`src/rtl/regfile_wb_pkg.sv`:
```
// Shared types for the register-file writeback stage: load funct3 encodings,
// load-queue entry layout and arbitration state.
package regfile_wb_pkg;

  localparam logic [2:0] F3_LB  = 3'b000;
  localparam logic [2:0] F3_LH  = 3'b001;
  localparam logic [2:0] F3_LW  = 3'b010;
  localparam logic [2:0] F3_LBU = 3'b100;
  localparam logic [2:0] F3_LHU = 3'b101;

  typedef struct packed {
    logic [4:0]  rd;
    logic [2:0]  funct3;
    logic [1:0]  offset;
    logic [31:0] data;
  } lq_entry_t;

  typedef enum logic {
    NORMAL = 1'b0,
    STALL  = 1'b1
  } wb_state_e;

endpackage

```
`src/rtl/regfile_writeback_if.sv`:
```
// Bundle of ALU/LSU inputs and register-file write/forward outputs of the writeback stage.
// slave = the writeback stage itself, master = the surrounding pipeline.
interface regfile_writeback_if;
  logic        alu_valid_ip;
  logic [4:0]  alu_rd_ip;
  logic [31:0] alu_data_ip;
  logic        lsu_valid_ip;
  logic        lsu_ready_op;
  logic [4:0]  lsu_rd_ip;
  logic [2:0]  lsu_funct3_ip;
  logic [1:0]  lsu_offset_ip;
  logic [31:0] lsu_data_ip;
  logic        alu_stall_op;
  logic [31:0] wr_data_op;
  logic [4:0]  wr_port_op;
  logic        ctrl_reg_wr_en_op;
  logic        fwd_valid_op;
  logic [4:0]  fwd_port_op;
  logic [31:0] fwd_data_op;

  modport slave (
    input  alu_valid_ip, alu_rd_ip, alu_data_ip,
    input  lsu_valid_ip, lsu_rd_ip, lsu_funct3_ip, lsu_offset_ip, lsu_data_ip,
    output lsu_ready_op, alu_stall_op,
    output wr_data_op, wr_port_op, ctrl_reg_wr_en_op,
    output fwd_valid_op, fwd_port_op, fwd_data_op
  );

  modport master (
    output alu_valid_ip, alu_rd_ip, alu_data_ip,
    output lsu_valid_ip, lsu_rd_ip, lsu_funct3_ip, lsu_offset_ip, lsu_data_ip,
    input  lsu_ready_op, alu_stall_op,
    input  wr_data_op, wr_port_op, ctrl_reg_wr_en_op,
    input  fwd_valid_op, fwd_port_op, fwd_data_op
  );
endinterface

```
`src/rtl/regfile_wb_lq.sv`:
```
// Synchronous FIFO of pending load returns; push on full and pop on empty are ignored.
module regfile_wb_lq
  import regfile_wb_pkg::*;
#(
  parameter int unsigned DEPTH = 4
) (
  input  logic                     clk,
  input  logic                     rst,
  input  logic                     push_i,
  input  lq_entry_t                din_i,
  input  logic                     pop_i,
  output lq_entry_t                dout_o,
  output logic                     full_o,
  output logic                     empty_o,
  output logic [$clog2(DEPTH):0]   count_o
);

  localparam int unsigned PW = $clog2(DEPTH);
  localparam int unsigned CW = PW + 1;

  lq_entry_t         mem_q [DEPTH];
  logic [PW-1:0]     wptr_q, wptr_d;
  logic [PW-1:0]     rptr_q, rptr_d;
  logic [CW-1:0]     count_q, count_d;
  logic              do_push, do_pop;

  assign full_o  = (count_q == CW'(DEPTH));
  assign empty_o = (count_q == '0);
  assign count_o = count_q;
  assign dout_o  = mem_q[rptr_q];

  // Power-of-two depth lets the pointers wrap by plain overflow.
  always_comb begin
    do_push = push_i & ~full_o;
    do_pop  = pop_i & ~empty_o;
    wptr_d  = wptr_q + PW'(do_push);
    rptr_d  = rptr_q + PW'(do_pop);
    count_d = count_q + CW'(do_push) - CW'(do_pop);
  end

  always_ff @(posedge clk or posedge rst) begin
    if (rst) begin
      wptr_q  <= '0;
      rptr_q  <= '0;
      count_q <= '0;
    end else begin
      wptr_q  <= wptr_d;
      rptr_q  <= rptr_d;
      count_q <= count_d;
    end
  end

  always_ff @(posedge clk) begin
    if (do_push) mem_q[wptr_q] <= din_i;
  end

endmodule

```
`src/rtl/regfile_writeback.sv`:
```
// Writeback stage: arbitrates ALU results against queued load returns for the single
// register-file write port. Optional macro WB_FWD_EN adds a registered forward copy of each write.
module regfile_writeback
  import regfile_wb_pkg::*;
#(
  parameter int unsigned LQ_DEPTH   = 4,
  parameter int unsigned STARVE_MAX = 4
) (
  input  logic               clk,
  input  logic               rst,
  regfile_writeback_if.slave bus
);

  localparam int unsigned CW = $clog2(LQ_DEPTH) + 1;
  localparam int unsigned SW = $clog2(STARVE_MAX + 1);

  lq_entry_t      lq_din, lq_head;
  logic           lq_push, lq_pop, lq_full, lq_empty;
  logic [CW-1:0]  lq_count;

  wb_state_e      state_q, state_d;
  logic [SW-1:0]  starve_q, starve_d;
  logic           sel_alu;
  logic           wr_en_q, wr_en_d;
  logic [4:0]     wr_port_q, wr_port_d;
  logic [31:0]    wr_data_q, wr_data_d;

  function automatic logic [31:0] fmt_load(input logic [2:0] f3, input logic [1:0] off,
                                           input logic [31:0] d);
    logic [7:0]  b;
    logic [15:0] h;
    b = 8'(d >> {off, 3'b000});
    h = off[1] ? d[31:16] : d[15:0];
    case (f3)
      F3_LB:   return {{24{b[7]}}, b};
      F3_LBU:  return {24'h0, b};
      F3_LH:   return {{16{h[15]}}, h};
      F3_LHU:  return {16'h0, h};
      F3_LW:   return d;
      default: return d;
    endcase
  endfunction

  assign lq_din = '{rd: bus.lsu_rd_ip, funct3: bus.lsu_funct3_ip,
                    offset: bus.lsu_offset_ip, data: bus.lsu_data_ip};
  assign bus.lsu_ready_op = (lq_count < CW'(LQ_DEPTH));
  assign lq_push          = bus.lsu_valid_ip & ~lq_full;

  regfile_wb_lq #(.DEPTH(LQ_DEPTH)) u_lq (
    .clk     (clk),
    .rst     (rst),
    .push_i  (lq_push),
    .din_i   (lq_din),
    .pop_i   (lq_pop),
    .dout_o  (lq_head),
    .full_o  (lq_full),
    .empty_o (lq_empty),
    .count_o (lq_count)
  );

  always_comb begin
    sel_alu   = 1'b0;
    lq_pop    = 1'b0;
    wr_en_d   = 1'b0;
    wr_port_d = wr_port_q;
    wr_data_d = wr_data_q;
    if (state_q == STALL)      lq_pop  = ~lq_empty;
    else if (bus.alu_valid_ip) sel_alu = 1'b1;
    else                       lq_pop  = ~lq_empty;

    // x0 writes still consume their slot and update port/data; only the enable is suppressed.
    if (sel_alu) begin
      wr_en_d   = (bus.alu_rd_ip != 5'd0);
      wr_port_d = bus.alu_rd_ip;
      wr_data_d = bus.alu_data_ip;
    end else if (lq_pop) begin
      wr_en_d   = (lq_head.rd != 5'd0);
      wr_port_d = lq_head.rd;
      wr_data_d = fmt_load(lq_head.funct3, lq_head.offset, lq_head.data);
    end

    starve_d = (lq_pop || lq_empty) ? '0 : starve_q + SW'(1);
    state_d  = NORMAL;
    if (state_q == NORMAL && starve_d == SW'(STARVE_MAX)) state_d = STALL;
  end

  always_ff @(posedge clk or posedge rst) begin
    if (rst) begin
      state_q   <= NORMAL;
      starve_q  <= '0;
      wr_en_q   <= 1'b0;
      wr_port_q <= '0;
      wr_data_q <= '0;
    end else begin
      state_q   <= state_d;
      starve_q  <= starve_d;
      wr_en_q   <= wr_en_d;
      wr_port_q <= wr_port_d;
      wr_data_q <= wr_data_d;
    end
  end

  assign bus.alu_stall_op      = (state_q == STALL);
  assign bus.ctrl_reg_wr_en_op = wr_en_q;
  assign bus.wr_port_op        = wr_port_q;
  assign bus.wr_data_op        = wr_data_q;

`ifdef WB_FWD_EN
  logic        fwd_valid_q;
  logic [4:0]  fwd_port_q;
  logic [31:0] fwd_data_q;

  always_ff @(posedge clk or posedge rst) begin
    if (rst) begin
      fwd_valid_q <= 1'b0;
      fwd_port_q  <= '0;
      fwd_data_q  <= '0;
    end else begin
      fwd_valid_q <= wr_en_q;
      if (wr_en_q) begin
        fwd_port_q <= wr_port_q;
        fwd_data_q <= wr_data_q;
      end
    end
  end

  assign bus.fwd_valid_op = fwd_valid_q;
  assign bus.fwd_port_op  = fwd_port_q;
  assign bus.fwd_data_op  = fwd_data_q;
`else
  assign bus.fwd_valid_op = 1'b0;
  assign bus.fwd_port_op  = '0;
  assign bus.fwd_data_op  = '0;
`endif

endmodule

```
`src/flat_wrapper.sv`:
```
// flat-port wrapper written by rule: the top's interface ports become plain ports
module regfile_writeback_flat import regfile_wb_pkg::*;
#(
  parameter int unsigned LQ_DEPTH   = 4,
  parameter int unsigned STARVE_MAX = 4
)
  (clk, rst, bus_alu_valid_ip, bus_alu_rd_ip, bus_alu_data_ip, bus_lsu_valid_ip, bus_lsu_rd_ip, bus_lsu_funct3_ip, bus_lsu_offset_ip, bus_lsu_data_ip, bus_lsu_ready_op, bus_alu_stall_op, bus_wr_data_op, bus_wr_port_op, bus_ctrl_reg_wr_en_op, bus_fwd_valid_op, bus_fwd_port_op, bus_fwd_data_op);
  regfile_writeback_if bus_i ();
  input  logic clk;
  input  logic rst;
  input wire logic [$bits(bus_i.alu_valid_ip)-1:0] bus_alu_valid_ip;
  input wire logic [$bits(bus_i.alu_rd_ip)-1:0] bus_alu_rd_ip;
  input wire logic [$bits(bus_i.alu_data_ip)-1:0] bus_alu_data_ip;
  input wire logic [$bits(bus_i.lsu_valid_ip)-1:0] bus_lsu_valid_ip;
  input wire logic [$bits(bus_i.lsu_rd_ip)-1:0] bus_lsu_rd_ip;
  input wire logic [$bits(bus_i.lsu_funct3_ip)-1:0] bus_lsu_funct3_ip;
  input wire logic [$bits(bus_i.lsu_offset_ip)-1:0] bus_lsu_offset_ip;
  input wire logic [$bits(bus_i.lsu_data_ip)-1:0] bus_lsu_data_ip;
  output wire logic [$bits(bus_i.lsu_ready_op)-1:0] bus_lsu_ready_op;
  output wire logic [$bits(bus_i.alu_stall_op)-1:0] bus_alu_stall_op;
  output wire logic [$bits(bus_i.wr_data_op)-1:0] bus_wr_data_op;
  output wire logic [$bits(bus_i.wr_port_op)-1:0] bus_wr_port_op;
  output wire logic [$bits(bus_i.ctrl_reg_wr_en_op)-1:0] bus_ctrl_reg_wr_en_op;
  output wire logic [$bits(bus_i.fwd_valid_op)-1:0] bus_fwd_valid_op;
  output wire logic [$bits(bus_i.fwd_port_op)-1:0] bus_fwd_port_op;
  output wire logic [$bits(bus_i.fwd_data_op)-1:0] bus_fwd_data_op;
  assign bus_i.alu_valid_ip = bus_alu_valid_ip;
  assign bus_i.alu_rd_ip = bus_alu_rd_ip;
  assign bus_i.alu_data_ip = bus_alu_data_ip;
  assign bus_i.lsu_valid_ip = bus_lsu_valid_ip;
  assign bus_i.lsu_rd_ip = bus_lsu_rd_ip;
  assign bus_i.lsu_funct3_ip = bus_lsu_funct3_ip;
  assign bus_i.lsu_offset_ip = bus_lsu_offset_ip;
  assign bus_i.lsu_data_ip = bus_lsu_data_ip;
  assign bus_lsu_ready_op = bus_i.lsu_ready_op;
  assign bus_alu_stall_op = bus_i.alu_stall_op;
  assign bus_wr_data_op = bus_i.wr_data_op;
  assign bus_wr_port_op = bus_i.wr_port_op;
  assign bus_ctrl_reg_wr_en_op = bus_i.ctrl_reg_wr_en_op;
  assign bus_fwd_valid_op = bus_i.fwd_valid_op;
  assign bus_fwd_port_op = bus_i.fwd_port_op;
  assign bus_fwd_data_op = bus_i.fwd_data_op;
  regfile_writeback #(.LQ_DEPTH(LQ_DEPTH), .STARVE_MAX(STARVE_MAX)) u_core (.clk(clk), .rst(rst), .bus(bus_i));
endmodule
```
`config.mk`:
```
export PLATFORM = sky130hd
export DESIGN_NAME = regfile_writeback_flat
export DESIGN_NICKNAME = d
export VERILOG_FILES = /design/src/rtl/regfile_wb_pkg.sv /design/src/rtl/regfile_writeback_if.sv /design/src/rtl/regfile_wb_lq.sv /design/src/rtl/regfile_writeback.sv /design/src/flat_wrapper.sv
export SDC_FILE = /design/constraint.sdc
export NUM_CORES = 1
export LEC_CHECK = 0
export ABC_AREA = 0
export CORE_ASPECT_RATIO = 1.75
export CORE_MARGIN = 2
export CORE_UTILIZATION = 44
export CTS_BUF_LIST = sky130_fd_sc_hd__clkbuf_16
export DETAILED_ROUTE_END_ITERATION = 10
export PLACE_DENSITY = 0.68
export SYNTH_ARGS = -nofsm -noshare
export SYNTH_HDL_FRONTEND = slang
export SYNTH_SLANG_ARGS = --single-unit
export TNS_END_PERCENT = 10
```
`constraint.sdc`:
```
create_clock -name clk -period 5.3 [get_ports clk]
set_clock_uncertainty 0.05 [all_clocks]
set_input_delay 0.795 -clock clk [delete_from_list [all_inputs] [get_ports clk]]
set_output_delay 0.795 -clock clk [all_outputs]
set_load 0.1 [all_outputs]
```
# [Word level (Yosys, flattened, before mapping)]
# Memory sizes are Yosys's and may differ from the RTL's.
# Cells that the tools add are included.
[totals] ff_bits=49 mem_count=1 ram_bits=168 in_bits=83
[memory_table] memory="u_core.u_lq.mem_q" depth=4 width=42 read_ports=1 rd_clocked_by_memory_dff=0 wr=1 line_no="regfile_wb_lq.sv:21" text="lq_entry_t mem_q [DEPTH];"
[classes] bitwise_logic=6 eq_ne=5 magnitude_cmp=1 add_sub_neg=5 n_mux=16 n_reduce_logical=7 n_shift=1
[ops] cell="32-bit one-hot mux with 4 select lines" count=1
[ops] cell="32-bit two-way mux" count=2
[ops] cell="32-bit by 5-bit >> shifter with 8-bit output" count=1
[ops] cell="16-bit two-way mux" count=1
[ops] cell="3-bit equality test (second input constant)" count=4
[ops] cell="5-bit two-way mux" count=2
[ops] cell="5-bit nonzero test" count=2
[ops] cell="1-bit two-way mux" count=9
[ops] cell="3-bit zero test" count=2
[ops] cell="2-bit by 1-bit adder with 2-bit output" count=2
[ops] cell="3-bit by 1-bit adder with 3-bit output" count=1
[ops] cell="3-bit by 1-bit adder with 3-bit output (second input constant)" count=1
[ops] cell="1-bit AND" count=3
[ops] cell="3-bit by 1-bit equality test with 1-bit output (second input constant)" count=1
[ops] cell="3-bit < comparator (second input constant)" count=1
[ops] cell="3-bit two-way mux" count=1
[ops] cell="1-bit inverter" count=3
[ops] cell="3-bit by 1-bit subtractor with 3-bit output" count=1
[ops] cell="2-bit nonzero test" count=1
[ops] cell="1-bit logical AND" count=1
[ops] cell="1-bit logical OR" count=1

# [Longest topological paths before layout]
# Gate-level depths: netlist of run 1.
[logic_depth] word_depth=9 mapped_depth=9 depth_no_buf=8

# [Cells and area by module]
# From an unflattened synthesis of run 1, not the netlist that was laid out.
[unflattened] hier_cells=564 area_unflattened_um2=9287.7
[by_module_without_submodules] module="regfile_wb_lq" cells_per_inst=252 area_each_um2=6515.0 instances=1
[by_module_without_submodules] module="regfile_writeback" cells_per_inst=312 area_each_um2=2772.7 instances=1

# [Least setup slack after synthesis of run 1]
# Ideal clock, no wire load.
[synth_path] kind="reg2reg" start="register u_core.u_lq.count_q[2] (netlist: u_core.u_lq.count_o[2])" end="memory u_core.u_lq.mem_q[0][0] (netlist bit) (enable)" slack_ns=0.274 path_stages_with_launch=4 t_required_ns=4.748 period_less_slack_ns=5.026 t_arrival_ns=4.474 n_path_buf=0 path_cell_list="dfrtp_1 -> inv_1 -> o31a_1 -> nor3b_1"
[synth_between] elab_chain_len=6
[synth_rtl] element="from (decl)" line_no="regfile_wb_lq.sv:24" text="logic [CW-1:0] count_q, count_d;"
[synth_rtl] element="from (signal assigned)" line_no="regfile_wb_lq.sv:49" text="count_q <= count_d;"
[synth_rtl] element="3-bit equality test (*)" line_no="regfile_wb_lq.sv:27" text="assign full_o = (count_q == CW'(DEPTH));"
[synth_rtl] element="1-bit inverter (*)" line_no="regfile_wb_lq.sv:34, regfile_writeback.sv:47"
[synth_rtl] element="1-bit AND" line_no="regfile_writeback.sv:47" text="assign lq_push = bus.lsu_valid_ip & ~lq_full;"
[synth_rtl] element="1-bit AND (*)" line_no="regfile_wb_lq.sv:34" text="do_push = push_i & ~full_o;"
[synth_rtl] element="1-bit two-way mux (*)" line_no="regfile_wb_lq.sv:54" text="if (do_push) mem_q[wptr_q] <= din_i;"
[synth_rtl] element="1-bit two-way mux (not written as such) (*)" line_no="regfile_wb_lq.sv:54"
[synth_rtl] element="to (decl)" line_no="regfile_wb_lq.sv:21"
# Mark *: on every way between the ends. The rest lies on a longest branch, timed or not.

# [Worst setup path in the final report of run 1]
[layout_path] start="register u_core.u_lq.rptr_q[0]" end="register u_core.wr_data_q[27] (netlist: u_core.bus.wr_data_op[27])"
[layout_between] elab_chain_len=5 elab_cells_between_ends=10
[layout_rtl] element="from (decl)" line_no="regfile_wb_lq.sv:23" text="logic [PW-1:0] rptr_q, rptr_d;"
[layout_rtl] element="from (signal assigned)" line_no="regfile_wb_lq.sv:48" text="rptr_q <= rptr_d;"
[layout_rtl] element="memory 4 x 42 bit (*)"
[layout_rtl] element="32-bit by 5-bit >> shifter with 8-bit output, or another cell as far along" line_no="regfile_writeback.sv:32" text="b = 8'(d >> {off, 3'b000});"
[layout_rtl] element="32-bit one-hot mux with 4 select lines (*)" line_no="regfile_writeback.sv:34" text="case (f3)"
[layout_rtl] element="32-bit two-way mux (*)" line_no="regfile_writeback.sv:76" text="end else if (lq_pop) begin"
[layout_rtl] element="32-bit two-way mux (*)" line_no="regfile_writeback.sv:72" text="if (sel_alu) begin"
[layout_rtl] element="to (signal assigned)" line_no="regfile_writeback.sv:99" text="wr_data_q <= wr_data_d;"
[layout_rtl] element="to (decl)" line_no="regfile_writeback.sv:26" text="logic [31:0] wr_data_q, wr_data_d;"
# Mark *: on every way between the ends. The rest lies on a longest branch, timed or not. The select of a mux whose other input is x is not followed.
# A chain may end at the register's enable or synchronous reset.

==> flow_summary.json, run 1 <==
{
  "root_buffer": "clkbuf_16",
  "yosysTopAreaCell": "edfxtp_1",
  "gr-total-overflow": 0,
  "worst_pin_slew_ns": 1.11,
  "leakagePower_nw": 3.91,
  "clk-insertion-delay-late_ns": 0.47,
  "multi_input_area_sq_um": 2690,
  "place_ws_ns": 1.97,
  "setup_viol": 0,
  "yosys_warnings": 0,
  "cts_sinks": 217,
  "fin_nets": 778,
  "post_cts.repair.setup_buffers": 0,
  "grt_pass1_wl_um": 30600,
  "die-width_um": 114,
  "path_class": "reg2reg",
  "final_max_slew_viol_count": 0,
  "routed_wl_um": 19900,
  "ys_types": 46,
  "drive_above_1_share_pct": 14.8,
  "synth_edf_count": 168,
  "synth_top_flop_cell": "edfxtp_1",
  "design.core.area_sq_um": 20800,
  "io_buffers": 122,
  "die_h_um": 196,
  "yosysSeqAreaShare_pct": 67.7,
  "start_util_pct": 44.6,
  "gp_congestion": 0.823,
  "die_area_sq_um": 22300,
  "crit_arrival_ns": 3.54,
  "cts_tree": "yes",
  "drc": 0,
  "regArea_sq_um": 6270,
  "placed_cell_area_sq_um": 10600,
  "relSlewSlack_pct": 25.9,
  "cts-resized-gates": 0,
  "syn_to_final_growth_pct": 20.5,
  "clkTransAtPathRegs_ns": 0.07,
  "drt-initial-drc-count": 366,
  "crit_fanout": 36,
  "required_ns": 5.57,
  "postCtsHoldBufs": 0,
  "track_usage_pct": 18.0,
  "start_kind": "register",
  "holdCritPathClass": "reg2reg",
  "via_per_inst": 5.48,
  "syn_inst": 571,
  "syn_area_per_cell_sq_um": 16.2,
  "ant_nets": 0,
  "hold_viol": 0,
  "num_io_pins": 161,
  "antenna_found_initial": 0,
  "synthesis.area_sq_um": 9260,
  "clock_tree.buffer_depth": 3,
  "finalSetupTns_ns": 0,
  "irDropWorstVdd_mv": 0.213,
  "period_minus_slack_ns": 3.27,
  "fmax_ghz": 0.306,
  "dr.pass1.iters": 5,
  "rows": 70,
  "numCtsBuffers": 18,
  "max-cap-violations": 0,
  "n_antenna_cell": 0,
  "postLayoutCellArea_sq_um": 11200,
  "vias": 5237,
  "synth.top_cell.area_share_pct": 54.5,
  "wire_per_inst_um": 20.9,
  "post-dp-hpwl_um": 14000,
  "nFillCells": 1636,
  "fin_ws_ns": 2.03,
  "status": "complete, no violations",
  "grt_pass1_vias": 5508,
  "period_share_pct": 61.7,
  "htreeDepth": 1,
  "p_per_area_nw_per_um2": 653,
  "ys_ff_latch": 217,
  "grt_setup_unrepaired": "no",
  "grt_max_degree": 50,
  "critPathCaptureType": "register",
  "async_reset_ff_share_pct": 22.6,
  "synth.area.top_cells": "edfxtp_1 54%, dfrtp_1 13%, mux4_2 9.5%"
}
[cells in the final DEF, fill, tap and decap left out, drive strengths merged, types with 20 or more instances in the layout]
| master | n |
|---|---|
| nor2 | 25 |
| nand2 | 32 |
| clkbuf | 20 |
| o21ai | 41 |
| dfrtp | 49 |
| clkdlybuf4s50 | 122 |
| mux4 | 43 |
| conb | 38 |
| edfxtp | 168 |
| a21oi | 31 |
| or3 | 25 |
[per-stage QoR]
step	power, mW	hold WS (ns)	instances	util (%)
finish	7.29	0.419	955	53.8
global route	7.63	0.441	955	53.8
CTS	7.35	0.421	955	53.8
detailed placement	6.06	0.408	923	51.0
global placement	6.00	0.410	923	51.0
floorplan	5.22	0.384	608	-
[cell type report]
| type | instances | share of cell area, % |
|---|---|---|
| Multi-Input combinational cell | 319 | 24.1 |
| Clock inverter | 12 | 0.684 |
| Tap cell | 252 | 2.82 |
| Timing Repair Buffer | 132 | 11.6 |
| Clock buffer | 20 | 4.48 |
| Sequential cell | 217 | 56.2 |
| Inverter | 3 | 0.101 |
[final timing paths]
check	start	to	slack, ns	cells past startpoint
min in group asynchronous	rst	u_core.starve_q[2]	0.74	3
max	u_core.u_lq.rptr_q[0]	u_core.bus.wr_data_op[27]	2.03	6
min reg2reg	u_core.starve_q[0]	u_core.starve_q[0]	0.42	1
max reg2reg	u_core.u_lq.rptr_q[0]	u_core.bus.wr_data_op[27]	2.03	6
min	u_core.starve_q[0]	u_core.starve_q[0]	0.42	1
max in group asynchronous	rst	u_core.u_lq.rptr_q[1]	4.00	3
[cell families after synthesis]
logic type / Yosys count / share of synthesized area [%]
buffers and inverters: 72 / 5.00
adder cells (fa/ha/maj): 4 / 0.622
other: 1 / 0.0405
flip-flops: 217 / 67.7
AO/OA/AOI/OAI: 91 / 6.99
multiplexers: 58 / 12.3
XOR/XNOR: 6 / 0.567
AND/OR/NAND/NOR: 122 / 6.72
[report_power, final]
group | switching, mW | internal, mW | leakage (nW) | total (mW)
Sequential | 0.198 | 2.31 | 2.11 | 2.51
Combinational | 2.45 | 1.07 | 1.49 | 3.52
Clock | 0.546 | 0.727 | 0.303 | 1.27
[cell usage after synthesis (3+ instances only)]
cell type    n
a21oi_1     20
a21oi_4     11
a221oi_1     7
a31oi_1      7
and3_1      10
buf_2        6
buf_4       39
buf_6        3
clkbuf_1    19
dfrtp_1     49
edfxtp_1   168
ha_1         3
inv_1        3
mux2i_1     11
mux4_1       4
mux4_2      39
nand2_1     31
nor2_1      25
nor2b_1      4
nor3_1      14
o21ai_0     32
o21ai_1      9
or3_1       24
xnor2_1      5
[flip-flops by register name (all words and copies together), names as in the netlist]
name and flops:
u_core.bus.alu_stall_op 1, u_core.bus.wr_data_op 32, u_core.u_lq.wptr_q 2, u_core.bus.ctrl_reg_wr_en_op 1, u_core.u_lq.mem_q 168, u_core.starve_q 3
u_core.bus.wr_port_op 5, u_core.u_lq.rptr_q 2, u_core.u_lq.count_o 3
[worst max-delay path: stages, from the launching register on]
cell	delay [ns]
dfrtp_2	0.55
buf_4	0.65
mux4_2	0.67
o21bai_1	0.26
o22ai_4	0.12
a21oi_4	0.66
a21oi_1	0.15
[layer usage]
layer | global-route usage, % | wire length [um] | vias to the layer above
met4 | 7.09 | 665 | 0
met2 | 33.0 | 10700 | 228
li1 | - | - | 2367
met1 | 21.0 | 7490 | 2603
met3 | 2.63 | 1050 | 39
met5 | 0 | 0 | -
Note: power is estimated with default switching activity, not from simulation.
==> inputs of run 2 (changes only) <==
PLACE_DENSITY = 0.71   (was 0.68)
clock period = 3 ns   (was 5.3 ns; I/O delays follow)
==> flow_summary.json, run 2 (same netlist as run 1, synthesis figures left out) <==
{
  "required_ns": 3.33,
  "n_antenna_cell": 0,
  "track_usage_pct": 18.5,
  "irDropWorstVdd_mv": 0.515,
  "max-cap-violations": 0,
  "reg2reg_to": "u_core.bus.wr_data_op[19]",
  "crit_fanout": 16,
  "crit_path_end": "u_core.bus.wr_data_op[19]",
  "vias": 5362,
  "critPathMostFrequentCell": "a21oi_4",
  "finalSetupTns_ns": 0,
  "holdCritPathClass": "in2async",
  "grt_max_degree": 45,
  "leakagePower_nw": 3.99,
  "cts_sinks": 217,
  "post_cts.repair.setup_buffers": 0,
  "regArea_sq_um": 6270,
  "path_class": "reg2reg",
  "top_register": "u_core.u_lq.mem_q",
  "cts-resized-gates": 0,
  "layout_common_cells": "168 x edfxtp_1, 82 x clkdlybuf4s50_1, 51 x buf_4",
  "layout_commonest_cell": "edfxtp_1",
  "critPathCaptureType": "register",
  "worst_pin_slew_ns": 0.572,
  "crit_chain": "mux4_1 -> mux2i_2 -> o22ai_4 -> a21oi_4 -> buf_12 -> a21oi_4",
  "finalPower_mw": 13.0,
  "relSlewSlack_pct": 61.9,
  "grt_setup_unrepaired": "no",
  "period_minus_slack_ns": 2.65,
  "cts_tree": "yes",
  "grt_util_met3_pct": 2.84,
  "multi_input_area_sq_um": 2700,
  "start_util_pct": 44.6,
  "clock_tree.buffer_depth": 3,
  "drive_above_1_share_pct": 21.6,
  "fmax_ghz": 0.378,
  "gp_congestion": 0.928,
  "htreeDepth": 1,
  "fin_nets": 786,
  "postCtsHoldBufs": 0,
  "ant_nets": 0,
  "numCtsBuffers": 19,
  "rr_worst_depth": 6,
  "grt_pass1_vias": 5602,
  "rrSetupSlack_ns": 0.35,
  "fin_cells": 964,
  "cp_num_buf_inv": 1,
  "cpMaxStageDelayCell": "mux4_1",
  "root_buffer": "clkbuf_16",
  "start_kind": "register",
  "via_per_inst": 5.56,
  "place_ws_ns": 0.334,
  "grtUsageMet2_pct": 34.1,
  "cp_slowest_stage_delay_ns": 0.69,
  "die_h_um": 196,
  "die_area_sq_um": 22300,
  "crit_arrival_ns": 2.97,
  "grt_pass1_wl_um": 31500,
  "cp.depth": 6,
  "reg2reg_from": "u_core.u_lq.rptr_q[0]",
  "utilization_pct": 54.0,
  "p_per_area_nw_per_um2": 1160,
  "drc": 0,
  "globalRouteMet1Util_pct": 21.6,
  "num_io_pins": 161,
  "post-dp-hpwl_um": 14300,
  "nFillCells": 1583,
  "die-width_um": 114,
  "drt-initial-drc-count": 399,
  "wire_per_inst_um": 21.2,
  "status": "complete, no violations",
  "syn_to_final_growth_pct": 20.9,
  "period_share_pct": 88.2,
  "dp.cells": 930,
  "grt_most_used_layer": "met2",
  "rows": 70,
  "design.core.area_sq_um": 20800,
  "setup_viol": 0,
  "gr-total-overflow": 0,
  "clkTransAtPathRegs_ns": 0.07,
  "cp_top_family": "multiplexers",
  "hold_viol": 0,
  "routed_wl_um": 20500,
  "largest_register_ffs": 168,
  "final_max_slew_viol_count": 0,
  "crit_path_start": "u_core.u_lq.rptr_q[0]",
  "dr.pass1.iters": 5,
  "io_buffers": 122,
  "antenna_found_initial": 0,
  "clk-insertion-delay-late_ns": 0.50,
  "fin_ws_ns": 0.353
}
-- run 2: cell count changes in the layout (fill, tap and decap cells not counted), sizes merged --
cell	change
buf	+47
clkdlybuf4s50	-40
clkinvlp	+3
clkinv	+2
inv	-2
clkbuf	-1
-- run 2: area by class of cell --
class / count / share of cell area (%)
clock inverter: 15 / 0.938
tap: 252 / 2.82
clock buffer: 19 / 4.25
multi-input combinational: 319 / 24.1
timing repair buffer: 139 / 11.8
inverter: 3 / 0.101
sequential: 217 / 56.0
-- run 2: per-stage QoR --
stage                     instance area [sq um]  hold slack [ns]
after floorplan                            9410            0.384
after global placement                    10600            0.397
after detailed placement                  10600            0.424
after CTS                                 11200            0.281
after global routing                      11200            0.325
final                                     11200            0.259
-- run 2: worst min path at each step --
stage / start / end
after floorplan: u_core.starve_q[0] / u_core.starve_q[0]
after global placement: u_core.starve_q[0] / u_core.starve_q[0]
after detailed placement: u_core.starve_q[0] / u_core.starve_q[0]
after CTS: rst / u_core.bus.wr_data_op[14]
after global routing: rst / u_core.bus.wr_data_op[12]
final: rst / u_core.bus.wr_data_op[14]
-- run 2: per-layer routing --
metal | vias to the layer above | wire, um
li1 | 2382 | -
met1 | 2698 | 7670
met2 | 239 | 11000
met3 | 43 | 1230
met4 | 0 | 566
met5 | - | 0
-- run 2: report_power, final --
group          internal [mW]  switching (mW)
clock network           1.25            1.05
registers               4.07           0.428
logic                   1.91            4.29
